<file path="config.mk">
export PLATFORM = sky130hd
export DESIGN_NAME = rom_loader
export DESIGN_NICKNAME = d
export VERILOG_FILES = /design/src/rtl/rom_loader.sv
export SDC_FILE = /design/constraint.sdc
export NUM_CORES = 1
export LEC_CHECK = 0
export BUFFER_PORTS_ARGS = -buffer_cell sky130_fd_sc_hd__buf_2
export CAP_MARGIN = 20
export CORE_AREA = 2 2 80 82
export CTS_BUF_LIST = sky130_fd_sc_hd__clkbuf_8
export DETAILED_ROUTE_END_ITERATION = 6
export DIE_AREA = 0 0 82 84
export PLACE_DENSITY_LB_ADDON = 0.3
export SYNTH_ARGS = -nofsm -noshare
export SYNTH_HDL_FRONTEND = slang
export SYNTH_SLANG_ARGS = --single-unit
export TNS_END_PERCENT = 30
</file>
<file path="constraint.sdc">
create_clock -name clk_sys -period 2.2 [get_ports clk_sys]
set_clock_uncertainty 0.1 [all_clocks]
set_input_delay 0 -clock clk_sys [delete_from_list [all_inputs] [get_ports clk_sys]]
set_output_delay 0 -clock clk_sys [all_outputs]
set_load 0.05 [all_outputs]
</file>
<file path="src/rtl/rom_loader.sv">
// rtl/rom_loader.sv - commits host download bytes to SDRAM ROM pages and the ROM-present map
// Optional feature: define ROM_LOADER_COMBO_EN for "Z0" combo expansion ROM support.
module rom_loader #(
  parameter logic [8:0] MF2_PAGE = 9'h1FF,
  parameter logic [8:0] BAD_PAGE = 9'h1EE
) (
  input  logic        clk_sys,
  input  logic        reset,
  input  logic        ce_ref,
  input  logic        ioctl_download,
  input  logic        ioctl_wr,
  input  logic [24:0] ioctl_addr,
  input  logic [7:0]  ioctl_dout,
  input  logic [7:0]  ioctl_index,
  input  logic [31:0] ioctl_file_ext,
  output logic        ioctl_wait,
  output logic        boot_wr,
  output logic [22:0] boot_a,
  output logic [1:0]  boot_bank,
  output logic [7:0]  boot_dout,
  output logic        map_wr,
  output logic [7:0]  map_idx
);

  typedef enum logic [1:0] {IDLE, ARM, WRITE} state_t;

  localparam logic [15:0] EXT_ZZ = 16'h5A5A;
  localparam logic [15:0] EXT_Z0 = 16'h5A30;

  state_t      state, state_nx;
  logic        dl_d;
  logic [8:0]  page;
  logic [8:0]  page_ld;
  logic        dual;
  logic        dl_rise;
  logic        accept;
  logic        base_drop;
  logic        second;
  logic        done;
  logic        combo_done;
  logic [4:0]  hi_nib;
  logic [4:0]  lo_nib;
  logic [8:0]  wr_page;
  logic        unused_ext;

  assign unused_ext = &{1'b0, ioctl_file_ext[31:16]};

  // Returns {valid, value} for an uppercase hex digit character.
  function automatic logic [4:0] hex_nib(input logic [7:0] c);
    if (c >= 8'h30 && c <= 8'h39) return {1'b1, c[3:0]};
    else if (c >= 8'h41 && c <= 8'h46) return {1'b1, c[3:0] + 4'd9};
    else return 5'd0;
  endfunction

  assign dl_rise    = ioctl_download & ~dl_d & (ioctl_index != 8'd0);
  assign base_drop  = (ioctl_index == 8'd0) & (|ioctl_addr[24:17]);
  assign accept     = (state == IDLE) & ioctl_wr & ioctl_download & dl_d & ~base_drop;

`ifdef ROM_LOADER_COMBO_EN
  logic combo;
  always_ff @(posedge clk_sys or posedge reset) begin
    if (reset) combo <= 1'b0;
    else if (dl_rise) combo <= (ioctl_file_ext[15:0] == EXT_Z0);
    else if (combo_done) combo <= 1'b0;
  end
`else
  logic combo;
  assign combo = 1'b0;
`endif

  assign combo_done = done & combo & (boot_a[13:0] == 14'h3FFF);

  always_comb begin
    hi_nib  = hex_nib(ioctl_file_ext[15:8]);
    lo_nib  = hex_nib(ioctl_file_ext[7:0]);
    page_ld = BAD_PAGE;
    if (hi_nib[4]) page_ld[7:4] = hi_nib[3:0];
    if (lo_nib[4]) page_ld[3:0] = lo_nib[3:0];
    if (ioctl_file_ext[15:0] == EXT_ZZ || ioctl_file_ext[15:0] == EXT_Z0) page_ld = 9'd0;
  end

  // Base image: 16 KB slots, slots 4-7 mirror 0-3 into bank 1.
  always_comb begin
    wr_page = {page[8], page[7:0] + ioctl_addr[21:14]};
    if (ioctl_index == 8'd0) begin
      case (ioctl_addr[15:14])
        2'd0:    wr_page = 9'h000;
        2'd1:    wr_page = 9'h100;
        2'd2:    wr_page = 9'h107;
        default: wr_page = MF2_PAGE;
      endcase
    end
  end

  always_ff @(posedge clk_sys or posedge reset) begin
    if (reset) state <= IDLE;
    else       state <= state_nx;
  end

  always_comb begin
    state_nx   = state;
    ioctl_wait = (state != IDLE);
    boot_wr    = (state == WRITE);
    second     = 1'b0;
    done       = 1'b0;
    case (state)
      IDLE:  if (accept) state_nx = ARM;
      ARM:   if (ce_ref) state_nx = WRITE;
      WRITE: begin
        if (ce_ref) begin
          if (dual && boot_bank == 2'd0) begin
            state_nx = ARM;
            second   = 1'b1;
          end else begin
            state_nx = IDLE;
            done     = 1'b1;
          end
        end
      end
      default: state_nx = IDLE;
    endcase
  end

  always_ff @(posedge clk_sys or posedge reset) begin
    if (reset) begin
      dl_d      <= 1'b0;
      page      <= 9'd0;
      dual      <= 1'b0;
      boot_a    <= 23'd0;
      boot_bank <= 2'd0;
      boot_dout <= 8'd0;
      map_wr    <= 1'b0;
      map_idx   <= 8'd0;
    end else begin
      dl_d   <= ioctl_download;
      map_wr <= 1'b0;
      if (accept) begin
        boot_a    <= {wr_page, ioctl_addr[13:0]};
        boot_dout <= ioctl_dout;
        dual      <= (ioctl_index[7:6] == 2'b01) | (|ioctl_index[5:0]);
        if (ioctl_index == 8'd0) boot_bank <= {1'b0, ioctl_addr[16]};
        else                     boot_bank <= {1'b0, &ioctl_index[7:6]};
      end
      if (second) boot_bank <= 2'd1;
      if (done && boot_a[22]) begin
        map_wr  <= 1'b1;
        map_idx <= boot_a[21:14];
      end
      if (combo_done) page <= MF2_PAGE;
      if (dl_rise)    page <= page_ld;
    end
  end

endmodule

</file>
# Yosys cells after proc, flatten, opt, wreduce, memory -nomap -nowiden
# Index checks and enable logic that the tools add are counted.
# word_totals
regBits	55
word_cells	82
out_inout_bits	44
in_bits	78
# op_classes
n_bitwise	10
order_cmp	8
n_reduce_logical	18
eq_ne	10
n_mux	24
n_addsub	3
# ops
operator	n
$eq A16 B15 Y1 const B	2
$pmux W9 S3	1
$mux W5	4
$mux W9	2
$ge A8 B6 Y1 const B	2
$ge A8 B7 Y1 const B	2
$le A8 B6 Y1 const B	2
$le A8 B7 Y1 const B	2
$mux W2	5
$mux W1	9
$add A4 B4 Y4 const B	2
$add A8 B8 Y8	1
$logic_not A8 Y1	1
$mux W4	2
$reduce_bool A8 Y1	1
$reduce_or A8 Y1	1
$and A1 B1 Y1	7
$eq A2 B1 Y1 const B	3
$logic_and A1 B1 Y1	6
$logic_not A2 Y1	3
$ne A2 B2 Y1 const B	3
$pmux W2 S3	1
$reduce_or A6 Y1	1
$eq A2 B2 Y1 const B	2
other kinds (6)	8

# Logic depth before layout (Yosys ltp)
# logic_depth
ltp_word	7
mapped_depth	7
mapped_depth_nobuf	7

# Worst setup path after synthesis
# Ideal clock, no wire load.
# synth_path
kind	register to register
from	register state[0]
to	register map_idx[0]
setup_time_ps	66
stages_incl_launch_ff	6
setup_slack_ps	46
synth_period_minus_slack_ps	2154
path_buffers	0
required_time_ps	2034
t_arrival_ps	1988
cell_sequence	dfrtp_1 -> nor2b_1 -> o2111ai_2 -> clkinv_1 -> nand2_1 -> nand2_1
# synth_between
elab_chain_cells	3
# synth_lines
item	line_no	source
from (decl)	30	state_t state, state_nx;
from (signal assigned)	97	else state <= state_nx;
$eq A2 B2 Y1	-	
named net boot_wr	17	output logic boot_wr,
$mux W1	106	case (state)
$logic_and A1 B1 Y1	145	if (done && boot_a[22]) begin
to (signal assigned)	147	map_idx <= boot_a[21:14];
to (decl)	22	output logic [7:0] map_idx
# The timed path passes the listed nets, and every way through them passes these cells.
# A chain may end at the register's enable or synchronous reset.

# Worst setup path in the final report
# layout_path
from	input ioctl_index[4]
to	register boot_bank[0]
# layout_between
elab_chain_cells	5
elab_cells_between_ends	8
cone_classes	mux (3); bitwise (3); reduce/logical (2)
# layout_lines
item	line_no	source
from (decl)	14	input logic [7:0] ioctl_index,
$logic_not A8 Y1 *	56, 141	
$and A1 B1 Y1	56	assign base_drop = (ioctl_index == 8'd0) & (|ioctl_addr[24:17]);
$not A1 Y1	57	assign accept = (state == IDLE) & ioctl_wr & ioctl_download & dl_d & ~base_drop;
$and A1 B1 Y1	57	
$reduce_bool A2 Y1 (no line)	-	
to (signal assigned)	141	if (ioctl_index == 8'd0) boot_bank <= {1'b0, ioctl_addr[16]};
to (signal assigned)	142	else boot_bank <= {1'b0, &ioctl_index[7:6]};
to (decl)	19	output logic [1:0] boot_bank,
# Mark *: on every way between the ends. The rest lies on a longest branch, timed or not. The select of a mux whose other input is x is not followed.

==> metrics.cfg <==
[run_status]
status = finished clean

[yosys]
async_reset_ff_frac = 1.00
synth_top_flop_cell = dfrtp_1
ys_seq_area_frac = 0.459
yosys-top-cells-area = dfrtp_1, nand2_1, ha_1
synth_area_per_cell_um2 = 9.17
synth_cell_type_count = 57
synth_area_um2 = 2940
synth-seq-cells = 54
synth_area_leader_cell = dfrtp_1
synth-edff-count = 0
ys_warn_count = 0
syn-num-nets = 416
yosysTopAreaCellShare = 0.459
syn_inst = 321

[floorplanning]
start_util = 0.483
core_um2 = 6100
die_area_um2 = 6890
rows = 29
ios = 122
fp.dieH_um = 84
die_w_um = 82

[global_routing]
grtUsageTotal = 0.222
overflow = 0
antenna_found_initial = 0
grt_pass1_vias = 2682
grt_pass1_wl_um = 12100
grt_max_degree = 41

[flow_run]
drv_cap = 0

[worst_hold_path]
min_from = ioctl_file_ext[8]
min_path_type = in -> reg
holdPathStages = 4
worst_hold_path.endpoint = page[4]

[worst_setup_path]
setup.worst_path.end_class = flop
critPathLaunchType = input pin
worstSetupPathType = in -> reg
rrSetupSlack_ns = 0.21
regToRegStartpoint = page[0]
worstRegToRegCells = 7
crit_arrival_ns = 2.17
cp.required_ns = 2.33
worstPathMaxFanout = 7
rr_endpoint = boot_a[20]

[place]
dpl_cell_area_um2 = 3520
numPortBuffers = 104
gp_congestion = 0.861
hpwl_um = 5190

[clock_network]
clockBufferDepth = 2
clk_latency_ns = 0.30
clkSlewWorstSetupHoldPaths_ns = 0.09
htree_levels = 2
cts_buffers = 5
post-cts-setup-buffer-count = 0
cts_tree = yes
cts-root-buf = clkbuf_8
cts.sinks = 54

[sta]
slew_violations = 0
hold_viol_final = 0
setup_viol = 0
rsz0062_at_grt = false
fin_crit_sh = 0.929
tightest_slew_ns = 0.515
fin_crit_ns = 2.04
max_freq_ghz = 0.489
relSlewSlack = 0.656
setup_tns_ns = 0

[layout]
nFillCells = 510
drive_gt1_frac = 0.286
fin_util = 0.651
antenna_cells = 0
final_common_cell = nand2_1
layout_common_cells = nand2_1, buf_2, dfrtp_1
area_growth_pct = 34.9
multiInputGateArea_um2 = 1490
register_area_um2 = 1350
finalNetCount = 557
stdcell_area_um2 = 3970

[power_and_ir_drop]
vdd_ir_drop_max_mv = 0.803
p_per_area_nw_per_um2 = 1110
p_leak_nw = 2.06
design_power_total_mw = 4.40

[detailed_routing]
vias = 2738
drtAntennaViolNets = 0
drt-pass1-iter-count = 4
wl_um = 7420
via_per_inst = 5.08
drcViolationCount = 0
wl_per_cell_um = 13.8
first_iter_violations = 168

[area by class of cell]
class                      instances  area share
clock inverter                     2     0.00284
clock buffer                       5      0.0173
sequential                        54       0.340
inverter                          11      0.0104
tap                               77      0.0243
timing repair buffer             143       0.231
multi-input combinational        247       0.374
[metrics by stage]
step	hold WS, ns	setup slack (ns)	instances
finish	0.0136	0.155	539
global route	0.0639	0.0122	539
CTS	0.0157	0.0682	539
detailed placement	-0.0339	0.168	496
global placement	-0.0415	0.190	496
floorplan	-0.0686	0.0460	321
[cells by family (layout without fill, tap and decap cells)]
family / after synthesis / in the layout / synth area share
buffers and inverters: 20 / 161 / 0.0382
DFF: 54 / 54 / 0.459
AOI/OAI and AO/OA: 57 / 57 / 0.142
and+or+nand+nor: 162 / 162 / 0.252
muxes: 4 / 4 / 0.0140
adders and majority gates: 17 / 17 / 0.0748
xor gates and xnor gates: 6 / 6 / 0.0178
other: 1 / 1 / 0.00127
[critical path: stages]
cell,delay [ns]
dlygate4sd3_1,0.55
buf_2,0.14
nor4_2,0.37
and2_2,0.32
a22oi_1,0.09
dlygate4sd3_1,0.55
o211ai_1,0.15
[registers in the layout, summed over array words and instances (netlist names)]
register,cells
map_wr,1
dual,1
dl_d,1
map_idx,8
boot_bank,1
state,2
boot_a,23
boot_dout,8
page,9
[cells in the mapped netlist, drive strengths merged, types with 3 or more instances]
cell and count:
nand2 117, buf 9, a21oi 12, xor2 5, a211oi 4, mux2i 3
o21ai 15, o31ai 4, nor4 4, ha 16, nor2 17, a31oi 4
dfrtp 54, nand4b 3, inv 10, nand3 4
[worst max-delay path by stage]
stage                               to  slack, ns            from  depth (start not counted)
after floorplan             map_idx[0]       0.05        state[0]                          5
after global placement      boot_a[20]       0.19         page[0]                          7
after detailed placement    boot_a[20]       0.17         page[0]                          7
after CTS                 boot_bank[0]       0.07  ioctl_index[4]                          7
after global routing      boot_bank[0]       0.01  ioctl_index[4]                          7
final                     boot_bank[0]       0.16  ioctl_index[4]                          7
[report_power, final]
| group | internal [mW] | switching [mW] | leakage, nW |
|---|---|---|---|
| sequential | 1.34 | 0.216 | 0.674 |
| combinational | 0.563 | 1.76 | 1.35 |
| clock | 0.214 | 0.308 | 0.0414 |
[layer usage]
metal  part of all wire  vias to the layer above  GRT usage
li1                   -                     1370          -
met4              0.024                        0     0.0833
met1               0.42                     1273      0.263
met3              0.045                       14     0.0390
met5                  0                        -          0
met2               0.51                       81      0.392
[timing repair]
item | 4_1_cts | 5_1_grt
endpoints found under the setup margin | 0 | 2
hold endpoints to repair | 54 | 0
gates resized for setup | 0 | 2
hold buffers | 36 | 0
Note: power is estimated with default switching activity, not from simulation.
